==> src/rtl/axi_read_arbiter.sv <==
// Two-client (instruction/data) AXI read arbiter with at most one burst outstanding.
// Define ARB_ROUND_ROBIN_EN for alternating tie-break; default is fixed data priority.
module axi_read_arbiter #(
  parameter int BUS_WIDTH  = 32,
  parameter int DATA_WIDTH = 32
) (
  input  logic                  clk,
  input  logic                  reset,
  input  logic                  i_req,
  input  logic                  d_req,
  input  logic [BUS_WIDTH-1:0]  i_addr,
  input  logic [BUS_WIDTH-1:0]  d_addr,
  input  logic [7:0]            i_len,
  input  logic [7:0]            d_len,
  output logic                  i_ack,
  output logic                  d_ack,
  output logic                  rsp_valid,
  output logic                  rsp_id,
  output logic [DATA_WIDTH-1:0] rsp_data,
  output logic                  rsp_last,
  output logic                  ar_valid,
  input  logic                  ar_ready,
  output logic [3:0]            ar_id,
  output logic [7:0]            ar_len,
  output logic [2:0]            ar_size,
  output logic [1:0]            ar_burst,
  output logic [BUS_WIDTH-1:0]  ar_addr,
  input  logic                  rd_valid,
  output logic                  rd_ready,
  input  logic [3:0]            rd_id,
  input  logic [DATA_WIDTH-1:0] rd_data,
  input  logic                  rd_last
);

  typedef enum logic [1:0] {IDLE, ADDR, DATA} state_t;

  state_t               state, state_next;
  logic                 grant;
  logic                 winner;
  logic [BUS_WIDTH-1:0] addr_q;
  logic [7:0]           len_q;
  logic [7:0]           beat_cnt;
  logic                 unused_rd_id;

  // Response ownership comes from the latched grant, so the returned ID is not needed.
  assign unused_rd_id = ^rd_id;

`ifdef ARB_ROUND_ROBIN_EN
  logic last_grant;

  always_comb begin
    winner = d_req;
    if (i_req && d_req) winner = ~last_grant;
  end

  always_ff @(posedge clk) begin
    if (!reset) last_grant <= 1'b1;
    else if (state == IDLE && (i_req || d_req)) last_grant <= winner;
  end
`else
  always_comb winner = d_req;
`endif

  always_ff @(posedge clk) begin
    if (!reset) begin
      state    <= IDLE;
      grant    <= 1'b0;
      addr_q   <= '0;
      len_q    <= '0;
      beat_cnt <= '0;
    end else begin
      state <= state_next;
      case (state)
        IDLE: begin
          if (i_req || d_req) begin
            grant  <= winner;
            addr_q <= winner ? d_addr : i_addr;
            len_q  <= winner ? d_len  : i_len;
          end
        end
        ADDR: begin
          if (ar_ready) beat_cnt <= '0;
        end
        DATA: begin
          if (rd_valid) beat_cnt <= beat_cnt + 8'd1;
        end
        default: ;
      endcase
    end
  end

  always_comb begin
    state_next = state;
    ar_valid   = 1'b0;
    i_ack      = 1'b0;
    d_ack      = 1'b0;
    rd_ready   = 1'b0;
    rsp_valid  = 1'b0;
    rsp_last   = 1'b0;
    case (state)
      IDLE: begin
        if (i_req || d_req) state_next = ADDR;
      end
      ADDR: begin
        ar_valid = 1'b1;
        if (ar_ready) begin
          i_ack      = ~grant;
          d_ack      = grant;
          state_next = DATA;
        end
      end
      DATA: begin
        rd_ready  = 1'b1;
        rsp_valid = rd_valid;
        rsp_last  = rd_last;
        // rd_last ends the burst even if the beat count disagrees with ar_len.
        if (rd_valid && rd_last) state_next = IDLE;
      end
      default: state_next = IDLE;
    endcase
  end

  assign ar_addr  = addr_q;
  assign ar_len   = len_q;
  assign ar_id    = {3'b000, grant};
  assign ar_size  = 3'b010;
  assign ar_burst = 2'b01;
  assign rsp_id   = grant;
  assign rsp_data = rd_data;

endmodule

==> config.mk <==
export PLATFORM = sky130hd
export DESIGN_NAME = axi_read_arbiter
export DESIGN_NICKNAME = d
export VERILOG_FILES = /design/src/rtl/axi_read_arbiter.sv
export SDC_FILE = /design/constraint.sdc
export NUM_CORES = 1
export LEC_CHECK = 0
export CAP_MARGIN = 20
export CORE_MARGIN = 8
export CORE_UTILIZATION = 33
export CTS_BUF_LIST = sky130_fd_sc_hd__clkbuf_8
export CTS_CLUSTER_DIAMETER = 30
export CTS_CLUSTER_SIZE = 8
export DETAILED_ROUTE_END_ITERATION = 8
export PLACE_DENSITY = 0.95
export SLEW_MARGIN = 20
export SYNTH_ARGS = -nofsm -noshare
export SYNTH_HDL_FRONTEND = slang
export SYNTH_SLANG_ARGS = --single-unit
==> constraint.sdc <==
create_clock -name clk -period 1.9 [get_ports clk]
set_input_delay 0.38 -clock clk [delete_from_list [all_inputs] [get_ports clk]]
set_output_delay 0.38 -clock clk [all_outputs]
set_load 0.01 [all_outputs]
Word level (Yosys, flattened, before mapping) --
Index checks and enable logic that the tools add are counted.
Word-level totals: flip-flop bits (word level) 43, input bits 123, word-level logic and storage cells 29
Operators by class: eq/ne operators 5, bitwise gates (word level) 1, reduce and logical (&&, ||, !) cells 5, multiplexer cells 14
Operators with widths (count):
- $mux W32 | 1
- $mux W1 | 8
- $mux W8 | 1
- $mux W2 | 3
- $ne A2 B2 Y1 const B | 3
- $pmux W2 S3 | 1
- $reduce_and A3 Y1 | 1
- $eq A2 B1 Y1 const B | 1
- $eq A2 B2 Y1 const B | 1
- $logic_not A2 Y1 | 1
- $reduce_and A2 Y1 | 1
- $logic_and A1 B1 Y1 | 1
- $logic_or A1 B1 Y1 | 1
- $not A1 Y1 | 1

Longest topological paths before layout --
depth after elaboration 3, mapped depth 7, gate-level depth less buffers 3

Worst setup path after synthesis --
OpenSTA, ideal clock, no wires.
path kind input port to flip-flop, start input d_req, end register addr_q[0] (netlist: ar_addr[0]), library setup time 0.116 ns, slack 0.402 ns, stages 7, data arrival time 1.382 ns, required time 1.784 ns, cells stage by stage buf_6 > or2_1 > buf_2 > and2_4 > buf_6 > buf_6 > o211a_1
On the way: cells in the longest elaborated chain, start to end 2
Ends and longest elaborated chain:
- start: declaration | line 10 | input logic d_req,
- $logic_or A1 B1 Y1 | line 75 | if (i_req || d_req) begin
- $reduce_and A2 Y1 (no source line)
- end signal: assignment | line 77 | addr_q <= winner ? d_addr : i_addr;
- end: declaration | line 40 | logic [BUS_WIDTH-1:0] addr_q;
Several ways; a longest one is shown, not always the timed one. A chain may end at the register's enable or synchronous reset.

Worst setup path after layout --
start register state[0], end output ar_valid
On the way: cells in the longest elaborated chain, start to end 2
Ends and longest elaborated chain:
- start: declaration | line 37 | state_t state, state_next;
- start signal: assignment | line 72 | state <= state_next;
- $eq A2 B1 Y1 | line 100 | case (state)
- $mux W1 | line 100
- end: declaration | line 21 | output logic ar_valid,
Every way passes these cells.

==> impl_metrics.env <==
export IMPL_slowest_delay_ns=0.56
export IMPL_drtIter0Drc=85
export IMPL_p_total_uw=2550
export IMPL_synth_area_leader_cell="dfxtp_1"
export IMPL_finalMaxSlewViolations=0
export IMPL_yosysMostFrequentCell="dfxtp_1"
export IMPL_ys_seq_area_share_pct=35.4
export IMPL_start_util_pct=33.8
export IMPL_min_path_type="reg -> reg"
export IMPL_clockBufferDepth=2
export IMPL_drt_total_wl_um=8080
export IMPL_p_leak_uw=0.00182
export IMPL_post_drt_wl_per_cell_um=18.5
export IMPL_critPathKind="reg -> out"
export IMPL_crit_path_start="state[0]"
export IMPL_endpoint="ar_valid"
export IMPL_multi_input_area_um2=1160
export IMPL_rsz0062_at_grt="no"
export IMPL_setup_viol=0
export IMPL_antenna_cells=0
export IMPL_worstPathRequired_ns=1.52
export IMPL_worstReg2RegStart="state[0]"
export IMPL_rrSetupSlack_ns=0.67
export IMPL_die_area_um2=10400
export IMPL_die_w_um=102
export IMPL_utilization_pct=50.8
export IMPL_die_h_um=102
export IMPL_first_pass_iters=4
export IMPL_design_area_um2=3650
export IMPL_rows=31
export IMPL_synth_seq_cells=43
export IMPL_synth_top_area_share_pct=35.4
export IMPL_hold_viol=0
export IMPL_synth_top_cells_by_area="dfxtp_1, mux2i_1, o211a_1, buf_4, nand3_1"
export IMPL_tritoncts="yes"
export IMPL_max_cap_violations=0
export IMPL_postPlaceCellArea_um2=3530
export IMPL_rr_worst_depth=3
export IMPL_grt_pass1_wl_um=12100
export IMPL_outcome="completed"
export IMPL_fmax_ghz=0.554
export IMPL_clkLatencyLatePin_ns=0.29
export IMPL_drive_gt1_share_pct=6.51
export IMPL_cts_root_buf="clkbuf_8"
export IMPL_regArea_um2=868
export IMPL_p_per_area_nw_per_um2=699
export IMPL_arrival_ns=1.42
export IMPL_hpwl_um=6270
export IMPL_ant_nets=0
export IMPL_coreArea_um2=7180
export IMPL_grt_pass1_vias=2367
export IMPL_nets=460
export IMPL_syn_area_per_cell_um2=9.75
export IMPL_drc=0
export IMPL_synth_common_cells="dfxtp_1, buf_4, mux2i_1, nand3_1, o211a_1"
export IMPL_crit_fanout=5
export IMPL_grt_max_degree=44
export IMPL_grt_ovfl_total=0
export IMPL_route_vias_total=2242
export IMPL_gp_congestion=0.703
export IMPL_via_per_inst=5.13
export IMPL_min_period_ns=1.80
export IMPL_gr_usage_all_layers_pct=15.0
export IMPL_cp_num_buf_inv=1
export IMPL_rr_endpoint="ar_addr[19]"
export IMPL_synth_main_ff_cell="dfxtp_1"
export IMPL_worst_path_max_delay_cell="clkdlybuf4s50_1"
export IMPL_setup_tns_ns=0
export IMPL_antenna_found_initial=0
export IMPL_synthArstFlopShare_pct=0
export IMPL_area_delta_synth_final_pct=50.2
export IMPL_yosysWarnings=0
export IMPL_place_ws_ns=-0.0964
export IMPL_crit_path_cell_trace="nor2b_2 -> clkdlybuf4s50_1"
export IMPL_numCtsBuffers=5
export IMPL_htreeDepth=2
export IMPL_numPortBuffers=134
export IMPL_finalClockSkew_ns=0.00421
export IMPL_nFillCells=645
export IMPL_pin_count=211
export IMPL_worst_setup_path_end_kind="output pin"
export IMPL_vdd_drop_max_mv=0.327
export IMPL_clock_sinks=43
export IMPL_synth_area_um2=2430
export IMPL_synthCells=249
export IMPL_cts_clk_slew_worst_paths_ns=0.08
export IMPL_layout_setup_ws_ns=0.0959
export IMPL_startpoint_type="flip-flop"
export IMPL_synth_edff_count=0
export IMPL_finalCritPeriodShare_pct=95.0
export IMPL_crit_family="buffers and inverters"
export IMPL_synth_cell_types=21
export IMPL_critical_path_depth=2
cells by family (layout without fill, tap and decap cells):
group | count (synthesis) | count (layout) | synth area share (%)
muxes | 40 | 40 | 16.5
AOI/OAI and AO/OA | 44 | 44 | 17.7
other | 2 | 8 | 0.309
DFF | 43 | 43 | 35.4
and+or+nand+nor | 55 | 55 | 11.5
buffers and inverters | 65 | 148 | 18.5
cell usage in the layout, fill, tap and decap left out, drive strengths merged, types with 2 or more instances in the layout:
cell type      instances
nand2                  5
dlygate4sd2            3
conb                   8
mux2i                 40
nor2                   2
clkbuf                 7
dfxtp                 43
o211a                 40
and2                   3
nand3                 40
nor2b                  2
clkdlybuf4s50        129
buf                    7
a21boi                 2
worst min-delay path by stage:
stage / start / endpoint / depth (start not counted)
2_1_floorplan: state[1] / state[0] / 1
3_3_place_gp: ar_addr[11] / ar_addr[11] / 1
3_5_place_dp: ar_addr[24] / ar_addr[24] / 1
4_1_cts: state[1] / state[0] / 1
5_1_grt: state[1] / state[0] / 1
6_report: state[1] / state[0] / 1
sequential cells by signal, indices dropped and copies added, names as in the netlist:
name and count:
ar_addr 32, ar_len 8, rsp_id 1, state 2
layout make-up:
| class | instances | area share, % |
|---|---|---|
| Sequential cell | 43 | 23.8 |
| Multi-Input combinational cell | 147 | 31.8 |
| Timing Repair Buffer | 140 | 38.2 |
| Clock inverter | 1 | 0.206 |
| Tap cell | 99 | 3.40 |
| Clock buffer | 7 | 2.64 |
through the flow:
step	std cells	hold WS (ns)
finish	437	0.465
global placement	429	0.477
detailed placement	429	0.487
CTS	437	0.469
floorplan	255	0.435
global route	437	0.484
power breakdown:
part | switching [uW] | internal [uW] | leakage (uW)
clock network | 319 | 331 | 0.0000505
registers | 61.1 | 1010 | 0.000359
logic | 338 | 493 | 0.00141
timing repair:
action,4_1_cts,5_1_grt
setup endpoints to repair,6,1
hold endpoints to repair,0,0
hold buffers,0,0
gates resized for setup,10,1
pin swaps,0,0
setup buffers,0,0
metal layers:
metal / share of wire [%] / global-route usage, % / routed length [um] / up-vias
li1: - / - / - / 1023
met1: 33 / 13.7 / 2630 / 1076
met2: 50 / 26.9 / 4050 / 122
met3: 14 / 8.18 / 1170 / 21
met4: 2.8 / 5.96 / 226 / 0
met5: 0 / 0 / 0 / -
No activity file was read; power rests on OpenSTA's default activity.
